--- config.mk ---
export PLATFORM = sky130hd
export DESIGN_NAME = multi_counter_flat
export DESIGN_NICKNAME = d
export VERILOG_FILES = /design/src/rtl/multi_counter_if.sv /design/src/rtl/multi_counter.sv /design/src/flat_wrapper.sv
export SDC_FILE = /design/constraint.sdc
export NUM_CORES = 1
export LEC_CHECK = 0
export ABC_CLOCK_PERIOD_IN_PS = 2450
export BUFFER_PORTS_ARGS = -buffer_cell sky130_fd_sc_hd__buf_2
export CORE_MARGIN = 3
export CORE_UTILIZATION = 55
export DETAILED_ROUTE_END_ITERATION = 7
export MAX_ROUTING_LAYER = met4
export PLACE_DENSITY = 0.71
export SLEW_MARGIN = 10
export SYNTH_ARGS = -nofsm -noshare
export SYNTH_HDL_FRONTEND = slang
export SYNTH_SLANG_ARGS = --single-unit
--- constraint.sdc ---
create_clock -name clk -period 2.45 [get_ports clk]
set_clock_uncertainty 0.05 [all_clocks]
set_input_delay 0.49 -clock clk [delete_from_list [all_inputs] [get_ports clk]]
set_output_delay 0.49 -clock clk [all_outputs]
set_load 0.01 [all_outputs]
--- src/rtl/multi_counter_if.sv ---
// multi_counter_if -- CPU-side bus of the multi-channel interval timer.
//
// Signal semantics (no valid/ready handshake; every control is a plain
// single-cycle command sampled on the rising clock edge):
//   ch_sel   channel addressed by set/stop, and the channel shown on rd_count
//   set      pulse: load val1/mode into ch_sel, clear its count, enable it
//   stop     pulse: disable ch_sel, its count holds
//   mode     sampled with set: 1 = periodic, 0 = one-shot
//   val1     compare value sampled with set
//   ack      per-channel pending clear, level-sampled every edge
//   pending  sticky per-channel match flags (registered)
//   c_int    OR of pending
//   rd_count count of channel ch_sel (combinational), 0 if ch_sel is out of range
//
// master: the CPU / bench side.  slave: the timer.
interface multi_counter_if #(
  parameter int NUM_CH = 4,
  parameter int WIDTH  = 32,
  parameter int CH_W   = (NUM_CH > 1) ? $clog2(NUM_CH) : 1
);
  logic [CH_W-1:0]   ch_sel;
  logic              set;
  logic              stop;
  logic              mode;
  logic [WIDTH-1:0]  val1;
  logic [NUM_CH-1:0] ack;
  logic [NUM_CH-1:0] pending;
  logic              c_int;
  logic [WIDTH-1:0]  rd_count;

  modport master (
    output ch_sel, set, stop, mode, val1, ack,
    input  pending, c_int, rd_count
  );

  modport slave (
    input  ch_sel, set, stop, mode, val1, ack,
    output pending, c_int, rd_count
  );
endinterface

--- src/rtl/multi_counter.sv ---
// multi_counter -- NUM_CH independent WIDTH-bit interval timers sharing one
// prescaler. Each channel counts 0..cmp on every prescaler tick, flags a
// sticky pending bit on reaching cmp, then either wraps (periodic) or
// disables itself (one-shot). c_int is the OR of all pending bits.
//
// Ports:
//   clk    system clock, all state on the rising edge
//   reset  asynchronous active-low reset, clears all state immediately
//   bus    multi_counter_if.slave (ch_sel/set/stop/mode/val1/ack in,
//          pending/c_int/rd_count out)
module multi_counter #(
  parameter int NUM_CH   = 4,
  parameter int WIDTH    = 32,
  parameter int PRESCALE = 1,
  parameter int CH_W     = (NUM_CH > 1) ? $clog2(NUM_CH) : 1
) (
  input logic           clk,
  input logic           reset,
  multi_counter_if.slave bus
);

  // ---------------------------------------------------------------------
  // Shared prescaler: free-running 0..PRESCALE-1, tick on the last value.
  // set never restarts it, so latency from set depends on its phase.
  // ---------------------------------------------------------------------
  logic tick;

  generate
    if (PRESCALE > 1) begin : g_pre
      localparam int               PRE_W    = $clog2(PRESCALE);
      localparam logic [PRE_W-1:0] PRE_LAST = PRE_W'(PRESCALE - 1);
      logic [PRE_W-1:0] pre;

      always_ff @(posedge clk or negedge reset) begin
        if (!reset) begin
          pre <= '0;
        end else if (pre == PRE_LAST) begin
          pre <= '0;
        end else begin
          pre <= pre + PRE_W'(1);
        end
      end

      assign tick = (pre == PRE_LAST);
    end else begin : g_nopre
      assign tick = 1'b1;
    end
  endgenerate

  // ---------------------------------------------------------------------
  // Per-channel state
  // ---------------------------------------------------------------------
  logic [WIDTH-1:0]  cnt [NUM_CH];
  logic [WIDTH-1:0]  cmp [NUM_CH];
  logic [NUM_CH-1:0] en;
  logic [NUM_CH-1:0] per;
  logic [NUM_CH-1:0] pend;

  logic [NUM_CH-1:0] set_hit;
  logic [NUM_CH-1:0] stop_hit;
  logic [NUM_CH-1:0] match;

  // Decode of the addressed commands. An out-of-range ch_sel matches no
  // channel, so set/stop are dropped there. A match is suppressed whenever
  // set or stop addresses the channel in the same cycle: those commands
  // take priority and must not leave a stale pending behind.
  always_comb begin
    set_hit  = '0;
    stop_hit = '0;
    match    = '0;
    for (int i = 0; i < NUM_CH; i++) begin
      set_hit[i]  = bus.set && (bus.ch_sel == CH_W'(i));
      stop_hit[i] = bus.stop && (bus.ch_sel == CH_W'(i)) && !set_hit[i];
      match[i]    = en[i] && tick && (cnt[i] == cmp[i]) &&
                    !set_hit[i] && !stop_hit[i];
    end
  end

  always_ff @(posedge clk or negedge reset) begin
    if (!reset) begin
      for (int i = 0; i < NUM_CH; i++) begin
        cnt[i] <= '0;
        cmp[i] <= '1;
      end
      en   <= '0;
      per  <= '0;
      pend <= '0;
    end else begin
      for (int i = 0; i < NUM_CH; i++) begin
        if (set_hit[i]) begin
          cnt[i] <= '0;
          cmp[i] <= bus.val1;
          per[i] <= bus.mode;
          en[i]  <= 1'b1;
        end else if (stop_hit[i]) begin
          en[i] <= 1'b0;
        end else if (match[i]) begin
          cnt[i] <= '0;
          if (!per[i]) begin
            en[i] <= 1'b0;
          end
        end else if (en[i] && tick) begin
          // Wraps modulo 2^WIDTH; only reachable if cnt ever passed cmp.
          cnt[i] <= cnt[i] + WIDTH'(1);
        end

        // Match beats ack so an interrupt raised in the ack cycle is not lost.
        if (match[i]) begin
          pend[i] <= 1'b1;
        end else if (bus.ack[i]) begin
          pend[i] <= 1'b0;
        end
      end
    end
  end

  // ---------------------------------------------------------------------
  // Outputs
  // ---------------------------------------------------------------------
  logic [WIDTH-1:0] rd_mux;

  always_comb begin
    rd_mux = '0;
    for (int i = 0; i < NUM_CH; i++) begin
      if (bus.ch_sel == CH_W'(i)) begin
        rd_mux = cnt[i];
      end
    end
  end

  assign bus.rd_count = rd_mux;
  assign bus.pending  = pend;
  assign bus.c_int    = |pend;

endmodule

--- src/flat_wrapper.sv ---
// flat-port wrapper written by rule: the top's interface ports become plain ports
module multi_counter_flat 
#(
  parameter int NUM_CH   = 4,
  parameter int WIDTH    = 32,
  parameter int PRESCALE = 1,
  parameter int CH_W     = (NUM_CH > 1) ? $clog2(NUM_CH) : 1
)
  (clk, reset, bus_ch_sel, bus_set, bus_stop, bus_mode, bus_val1, bus_ack, bus_pending, bus_c_int, bus_rd_count);
  multi_counter_if #(.NUM_CH(NUM_CH), .WIDTH(WIDTH), .CH_W(CH_W)) bus_i ();
  input logic clk;
  input logic reset;
  input wire logic [$bits(bus_i.ch_sel)-1:0] bus_ch_sel;
  input wire logic [$bits(bus_i.set)-1:0] bus_set;
  input wire logic [$bits(bus_i.stop)-1:0] bus_stop;
  input wire logic [$bits(bus_i.mode)-1:0] bus_mode;
  input wire logic [$bits(bus_i.val1)-1:0] bus_val1;
  input wire logic [$bits(bus_i.ack)-1:0] bus_ack;
  output wire logic [$bits(bus_i.pending)-1:0] bus_pending;
  output wire logic [$bits(bus_i.c_int)-1:0] bus_c_int;
  output wire logic [$bits(bus_i.rd_count)-1:0] bus_rd_count;
  assign bus_i.ch_sel = bus_ch_sel;
  assign bus_i.set = bus_set;
  assign bus_i.stop = bus_stop;
  assign bus_i.mode = bus_mode;
  assign bus_i.val1 = bus_val1;
  assign bus_i.ack = bus_ack;
  assign bus_pending = bus_i.pending;
  assign bus_c_int = bus_i.c_int;
  assign bus_rd_count = bus_i.rd_count;
  multi_counter #(.NUM_CH(NUM_CH), .WIDTH(WIDTH), .PRESCALE(PRESCALE), .CH_W(CH_W)) u_core (.clk(clk), .reset(reset), .bus(bus_i));
endmodule
Yosys cells after proc, flatten, opt, wreduce, memory -nomap -nowiden --
Index checks and enable logic that the tools add are counted.
Storage, ports and cells: latch bits 0, bits of input ports 43, memories 0, ROM bits 0, memory bits (writable) 0, word-level logic and storage cells 137, flip-flop bits (word level) 268
Cells by class: shifts and indexed selects 0, equal/unequal tests 15, reduce and logical (&&, ||, !) cells 54, order comparisons 0, muxes and demuxes 44, $add $sub $neg 4, divide/modulo/power cells 0, bitwise gates (word level) 0, multiply operators 0
Operator list (count):
- $mux 32 | 20
- $add 32x1->32 const B | 4
- $eq 32x32->1 | 4
- $logic_and 1x1->1 | 24
- $mux 1 | 24
- $reduce_bool 3->1 | 8
- $reduce_and 2->1 | 8
- $ne 3x3->1 const B | 4
- $logic_not 1->1 | 8
- $ne 2x1->1 const B | 4
- $reduce_bool 2->1 | 4
- $eq 2x2->1 const B | 2
- $reduce_or 4->1 | 1
- $eq 2x1->1 const B | 1
- $logic_not 2->1 | 1

Logic depth before layout (Yosys ltp) --
Gate-level depths: netlist (run 1).
depth after elaboration 9, gate-level depth with buffers 9, depth with buffers taken out 7

Least setup slack after synthesis (run 1) --
OpenSTA, ideal clock, no wires.
path kind input-to-output, from in bus_ch_sel[0], to out bus_rd_count[10], data arrival time 1.876 ns, required time 1.910 ns, buffers on the path 3, slack 0.034 ns, stages 4, cell sequence buf_2 > buf_1 > buf_2 > mux4_2
On the way: longest elaborated chain between the ends 5
RTL lines:
- start: declaration | RTL line flat_wrapper.sv:13 | input wire logic [$bits(bus_i.ch_sel)-1:0] bus_ch_sel;
- $logic_not 2->1 | RTL line multi_counter.sv:125 | if (bus.ch_sel == CH_W'(i)) begin
- $mux 32 (3 in a row) | RTL line multi_counter.sv:125
- $mux 32 * | RTL line multi_counter.sv:125
- end: declaration | RTL line flat_wrapper.sv:21 | output wire logic [$bits(bus_i.rd_count)-1:0] bus_rd_count;
Mark *: on every way between the ends. The rest lies on a longest branch, timed or not.

Worst setup path after layout (run 1) --
from reg u_core.cnt[46] (netlist bit), to reg u_core.cnt[54] (netlist bit)
On the way: longest elaborated chain between the ends 7
RTL lines:
- start: declaration | RTL line multi_counter.sv:53 | logic [WIDTH-1:0] cnt [NUM_CH];
- start signal: indexed assignment | RTL line multi_counter.sv:104 | cnt[i] <= cnt[i] + WIDTH'(1);
- branches (longest 7 deep; another with $add 32x1->32)
Several ways; the timed one is not identified. The select of a mux whose other input is x is not followed. A chain may end at the register's enable or synchronous reset.

==> flow_metrics.env, run 1 <==
export IMPL_status="finished clean"
export IMPL_rows=58
export IMPL_drt_total_wl_um=42500
export IMPL_detailedPlace_worstSlack_ps=-110
export IMPL_worstSetupPathType="reg -> reg"
export IMPL_p_leak_nw=7.32
export IMPL_overflow=0
export IMPL_worstHoldPathCells=2
export IMPL_crit_path_start_kind="flip-flop"
export IMPL_ir_drop_v=0.000591
export IMPL_synthXorXnorAreaFrac_pct=14.1
export IMPL_avgSynthCellArea_um2=10.1
export IMPL_yosys_area_share_simple_pct=22.1
export IMPL_ant_nets=0
export IMPL_cts_resized=0
export IMPL_maxSlewViolCount=0
export IMPL_yosysWarnings=0
export IMPL_first_global_vias=11172
export IMPL_hold_violations=0
export IMPL_crit_buf_inv=1
export IMPL_r2r_end="u_core.cnt[54]$_DFFE_PN0P_"
export IMPL_worstHoldPathType="in -> reg"
export IMPL_ff2ff_setup_slack_ps=80
export IMPL_cp_end_kind="flip-flop"
export IMPL_clk_path_buf_depth=3
export IMPL_synthDistinctLibCells=60
export IMPL_clk_latency_ps=570
export IMPL_cp_slowest_cell="or4_4"
export IMPL_grt_max_degree=67
export IMPL_powerDensity_nw_per_um2=765
export IMPL_syn_nets=1457
export IMPL_setup_violations=0
export IMPL_setup_slack_ps=80.3
export IMPL_synth_area_leaders="dfrtp_1 25%, dfstp_2 24%, xnor2_1 8.1%"
export IMPL_slew_headroom_pct=56.8
export IMPL_cts_root_buf="clkbuf_16"
export IMPL_cp_top_family="simple AND/OR/NAND/NOR gates"
export IMPL_rsz0062_at_grt="false"
export IMPL_ys_flop_type="dfrtp_1"
export IMPL_post_cts_buffers=0
export IMPL_finalCritPeriodShare_pct=96.7
export IMPL_clk_pin_slew_worst_paths_ps=60
export IMPL_ys_ff_latch=268
export IMPL_die_y_um=167
export IMPL_total_power_w=0.0128
export IMPL_synth_top_area_share_pct=24.5
export IMPL_grt_pass1_wl_um=65400
export IMPL_synth_adder_area_share_pct=0.350
export IMPL_async_flop_share_pct=100
export IMPL_critPathRequiredTime_ps=2840
export IMPL_start_util_pct=56.4
export IMPL_num_vias=11213
export IMPL_synth_cells=1410
export IMPL_cts_tree="done"
export IMPL_synth_top_family_by_area="simple AND/OR/NAND/NOR gates"
export IMPL_place_inst=1849
export IMPL_nets=1600
export IMPL_syn_area_um2=14300
export IMPL_core_area_um2=25300
export IMPL_synthMuxAreaShare_pct=10.2
export IMPL_port_buffers=79
export IMPL_drt_iter0_markers=1224
export IMPL_gp_congestion=1.02
export IMPL_dpl_hpwl_um=32800
export IMPL_r2r_cells=7
export IMPL_max_stage_delay_ps=560
export IMPL_wl_per_cell_um=22.3
export IMPL_hold_path_startpoint="bus_ack[3]"
export IMPL_fmax_mhz=422
export IMPL_yosysSeqAreaShare_pct=48.0
export IMPL_antenna_found_initial=1
export IMPL_cp_arrival_ps=2760
export IMPL_drc=0
export IMPL_max_slew_worst_pin_slew_ps=646
export IMPL_synth_compound_area_share_pct=2.45
export IMPL_drive_above_1_share_pct=29.6
export IMPL_io_pin_count=80
export IMPL_cts_sinks=268
export IMPL_path_cells="xor2_1 > nor4_1 > nand4_1 > or4_4 > nand2_4 > buf_12 > a21oi_1"
export IMPL_dieArea_um2=28000
export IMPL_syn_to_final_growth_pct=17.1
export IMPL_stdcell_count=1909
export IMPL_die_x_um=167
export IMPL_synth_edff_count=0
export IMPL_viasPerCell=5.87
export IMPL_synth_top_cell_by_area="dfrtp_1"
export IMPL_period_needed_ps=2370
export IMPL_cts_buffers=31
export IMPL_hold_end="u_core.bus.pending[3]$_DFFE_PN0P_"
export IMPL_firstDrtPassIters=5
export IMPL_cap_violations=0
export IMPL_crit_fanout=15
export IMPL_htree_levels=1
export IMPL_grt_total_usage_pct=31.4
export IMPL_r2r_start="u_core.cnt[46]$_DFFE_PN0P_"
-- per-stage QoR --
step	utilization (%)	instance area, µm²	hold slack (ps)	TNS, ps
after floorplan	-	14300	144	0
after global placement	61.9	15700	318	-321
after detailed placement	61.9	15700	318	-227
after CTS	66.1	16700	29.8	0
after global routing	66.1	16700	54.9	0
final	66.1	16700	49.3	0
-- final cells by class --
class | instances | area [µm²]
Antenna cell | 1 | 2.50
Tap cell | 330 | 413
Inverter | 25 | 93.8
Clock buffer | 48 | 942
Sequential cell | 268 | 6870
Timing Repair Buffer | 175 | 1280
Clock inverter | 10 | 116
Fill cell | 2018 | 8590
Multi-Input combinational cell | 1052 | 7030
-- flip-flops by register name (all words and copies together) (netlist names) --
register / flops
u_core.bus.pending: 4
u_core.cmp: 128
u_core.cnt: 128
u_core.en: 4
u_core.per: 4
-- how the worst max path moves through the flow --
stage,endpoint,slack (ps),cells past startpoint,startpoint
finish,u_core.cnt[54]$_DFFE_PN0P_,80,7,u_core.cnt[46]$_DFFE_PN0P_
global route,u_core.cnt[1]$_DFFE_PN0P_,20,7,u_core.cnt[1]$_DFFE_PN0P_
CTS,u_core.cnt[43]$_DFFE_PN0P_,60,8,u_core.cmp[37]$_DFFE_PN1P_
detailed placement,u_core.cnt[113]$_DFFE_PN0P_,-110,10,bus_ch_sel[0]
global placement,u_core.cnt[113]$_DFFE_PN0P_,-130,10,bus_ch_sel[0]
floorplan,bus_rd_count[10],30,4,bus_ch_sel[0]
-- power by group --
part	switching, W	internal, W	leakage (nW)	total, W
Clock	0.00189	0.00286	0.519	0.00474
Sequential	0.000567	0.00524	3.23	0.00581
Combinational	0.00124	0.00101	3.57	0.00225
Total	0.00370	0.00911	7.32	0.0128
-- kinds of logic after synthesis --
| group | Yosys count |
|---|---|
| compound gates | 54 |
| xor+xnor | 230 |
| fa+ha+maj | 4 |
| buf+inv | 90 |
| flops | 268 |
| mux | 97 |
| simple gates | 667 |
-- what timing repair did --
| action | 4_1_cts | 5_1_grt |
|---|---|---|
| hold buffers | 1 | 0 |
| setup endpoints to repair | 0 | 0 |
| endpoints found under the hold margin | 24 | 0 |
-- cell usage in the layout (no fill, tap or decap), drive strengths merged, types with 4 or more instances in the layout --
master / n
nor2: 142
nand4: 64
nand2: 280
a31oi: 7
nand3b: 7
nor4: 26
and4: 9
nor3: 26
buf: 174
mux2: 65
o21ai: 18
and2: 9
dfstp: 128
dfrtp: 140
clkbuf: 48
xnor2: 132
and3: 19
mux4: 32
nand3: 63
inv: 27
o31ai: 6
a21oi: 10
ha: 4
xor2: 98
clkinv: 5
-- synthesized netlist by cell type, types with 3 or more instances --
library cell / instances
xor2_1: 98
nand3_1: 63
nor4_2: 3
inv_1: 25
clkbuf_1: 27
o21ai_0: 16
nor2_1: 142
or2_2: 3
mux4_2: 32
nand3b_1: 7
xnor2_1: 132
ha_1: 4
a31oi_1: 6
nor3_1: 24
nand4_1: 63
a21oi_1: 9
and3b_1: 3
and3_1: 19
and4_1: 9
nand2b_1: 3
buf_1: 10
nand2_1: 279
dfstp_2: 128
o31ai_1: 6
nor4_1: 22
and2_1: 9
buf_2: 22
mux2_2: 65
buf_6: 4
dfrtp_1: 140
-- per-layer routing --
layer	wire length, µm	track usage, %	vias up
li1	-	-	5091
met1	17900	43.2	5591
met4	1930	11.7	0
met2	19900	48.4	420
met5	0	-	-
met3	2700	3.80	111
Note: power is estimated with default switching activity, not from simulation.
==> run 2, diff against run 1 <==
--- a/config.mk
+++ b/config.mk
@@ -7,12 +7,14 @@
 export LEC_CHECK = 0
 export ABC_CLOCK_PERIOD_IN_PS = 2450
 export BUFFER_PORTS_ARGS = -buffer_cell sky130_fd_sc_hd__buf_2
+export CELL_PAD_IN_SITES_DETAIL_PLACEMENT = 1
+export CELL_PAD_IN_SITES_GLOBAL_PLACEMENT = 2
 export CORE_MARGIN = 3
-export CORE_UTILIZATION = 55
+export CORE_UTILIZATION = 40
 export DETAILED_ROUTE_END_ITERATION = 7
 export MAX_ROUTING_LAYER = met4
-export PLACE_DENSITY = 0.71
-export SLEW_MARGIN = 10
+export PLACE_DENSITY = 0.78
+export SLEW_MARGIN = 5
 export SYNTH_ARGS = -nofsm -noshare
 export SYNTH_HDL_FRONTEND = slang
 export SYNTH_SLANG_ARGS = --single-unit
==> flow_metrics.env, run 2 (synthesis results as in run 1) <==
export IMPL_die_y_um=195
export IMPL_crit_end="bus_rd_count[12]"
export IMPL_powerDensity_nw_per_um2=772
export IMPL_cts_buffers=34
export IMPL_r2r_start="u_core.cnt[1]$_DFFE_PN0P_"
export IMPL_port_buffers=79
export IMPL_slew_headroom_pct=49.3
export IMPL_place_area_um2=16100
export IMPL_dpl_hpwl_um=38700
export IMPL_syn_to_final_growth_pct=20.6
export IMPL_htree_levels=2
export IMPL_cp_top_family="multiplexers"
export IMPL_largestRegisters="u_core.cmp x128, u_core.cnt x128"
export IMPL_nets=1636
export IMPL_cp_slowest_cell="mux4_2"
export IMPL_clk_path_buf_depth=3
export IMPL_clk_latency_ps=520
export IMPL_antenna_found_initial=1
export IMPL_cts_root_buf="clkbuf_16"
export IMPL_drive_above_1_share_pct=31.5
export IMPL_setup_violations=0
export IMPL_rsz0062_at_grt="false"
export IMPL_dieArea_um2=38000
export IMPL_final_common_cell="nand2_1"
export IMPL_crit_path_start_kind="flip-flop"
export IMPL_r2r_end="u_core.cnt[28]$_DFFE_PN0P_"
export IMPL_path_cells="buf_4 > mux4_2 > buf_2"
export IMPL_drt_iter0_markers=604
export IMPL_max_stage_delay_ps=500
export IMPL_finalCritPeriodShare_pct=96.3
export IMPL_mostFrequentLayoutCells="279 x nand2_1, 142 x nor2_1, 140 x dfrtp_1"
export IMPL_cts_tree="done"
export IMPL_io_pin_count=80
export IMPL_crit_fanout=5
export IMPL_p_leak_nw=7.53
export IMPL_met1_usage_pct=35.7
export IMPL_hold_path_startpoint="bus_ack[1]"
export IMPL_globalRouteMet2Util_pct=44.4
export IMPL_busiest_layer="met2"
export IMPL_period_needed_ps=2360
export IMPL_drt_total_wl_um=49400
export IMPL_fillers=3879
export IMPL_crit_start="u_core.cnt[76]$_DFFE_PN0P_"
export IMPL_crit_buf_inv=2
export IMPL_cp_end_kind="primary output"
export IMPL_grt_max_degree=70
export IMPL_max_slew_worst_pin_slew_ps=756
export IMPL_die_x_um=195
export IMPL_clk_pin_slew_worst_paths_ps=60
export IMPL_cap_violations=0
export IMPL_grt_pass1_wl_um=75300
export IMPL_cp_depth=3
export IMPL_diodes=0
export IMPL_ant_nets=0
export IMPL_core_area_um2=34900
export IMPL_final_area_um2=17200
export IMPL_ff2ff_setup_slack_ps=90
export IMPL_drc=0
export IMPL_hold_violations=0
export IMPL_wl_per_cell_um=23.9
export IMPL_finalSetupTns_ps=0
export IMPL_viasPerCell=5.45
export IMPL_cts_sinks=268
export IMPL_fin_util_pct=49.4
export IMPL_r2r_cells=7
export IMPL_start_util_pct=41.0
export IMPL_maxSlewViolCount=0
export IMPL_overflow=0
export IMPL_gp_congestion=0.948
export IMPL_grt_total_usage_pct=26.8
export IMPL_first_global_vias=12081
export IMPL_post_cts_buffers=0
export IMPL_ir_drop_v=0.000563
export IMPL_worstSetupPathType="reg -> out"
export IMPL_met3_usage_pct=2.80
export IMPL_status="finished clean"
export IMPL_fmax_mhz=424
export IMPL_num_vias=11274
export IMPL_firstDrtPassIters=5
export IMPL_worstHoldPathType="in -> reg"
export IMPL_rows=68
export IMPL_total_power_w=0.0133
export IMPL_critPathRequiredTime_ps=1910
export IMPL_cp_arrival_ps=1820
[run 2: cell types whose count changed in the layout (fill, tap and decap cells not counted), sizes merged]
| cell | before | now |
|---|---|---|
| buf | 174 | 207 |
| inv | 27 | 26 |
| clkinvlp | 1 | 2 |
| clkbuf | 48 | 52 |
| diode | 1 | 0 |
| bufinv | 2 | 1 |
[run 2: repair_timing]
item,in CTS,in global routing
endpoints found under the setup margin,0,39
endpoints found under the hold margin,20,0
gates resized for setup,0,3
hold buffers,1,0
[run 2: final cells by class]
class                      count  area, µm²  area share, %
tap                          455        569           3.30
multi-input combinational   1052       7040           40.8
clock buffer                  52       1060           6.16
sequential                   268       6870           39.8
timing repair buffer         208       1530           8.87
inverter                      25       93.8          0.544
clock inverter                 9       78.8          0.457
[run 2: metal layers]
metal,up-vias,part of all wire [%]
li1,5160,-
met1,5848,45
met2,203,49
met3,63,3.4
met4,0,2.6
met5,-,0
[run 2: worst min-delay path by stage]
stage / slack, ps / cells after the start / endpoint
4_1_cts: 80 / 2 / u_core.bus.pending[1]$_DFFE_PN0P_
5_1_grt: 110 / 2 / u_core.bus.pending[1]$_DFFE_PN0P_
3_3_place_gp: 400 / 2 / u_core.cmp[44]$_DFFE_PN1P_
6_report: 100 / 2 / u_core.bus.pending[1]$_DFFE_PN0P_
2_1_floorplan: 140 / 0 / u_core.bus.pending[0]$_DFFE_PN0P_
3_5_place_dp: 410 / 2 / u_core.cmp[74]$_DFFE_PN1P_
[run 2: through the flow]
step	hold slack [ps]	std cells	setup WS (ps)
after floorplan	144	1410	34.0
after global placement	402	2007	16.9
after detailed placement	407	2007	-2.44
after CTS	81.6	2069	25.0
after global routing	108	2069	10.9
final	102	2069	89.8
[run 2: where the power goes]
part	internal [W]	switching [W]	total [W]	leakage, nW
Combinational	0.00107	0.00137	0.00244	3.74
Clock	0.00310	0.00198	0.00508	0.560
Sequential	0.00524	0.000542	0.00579	3.23
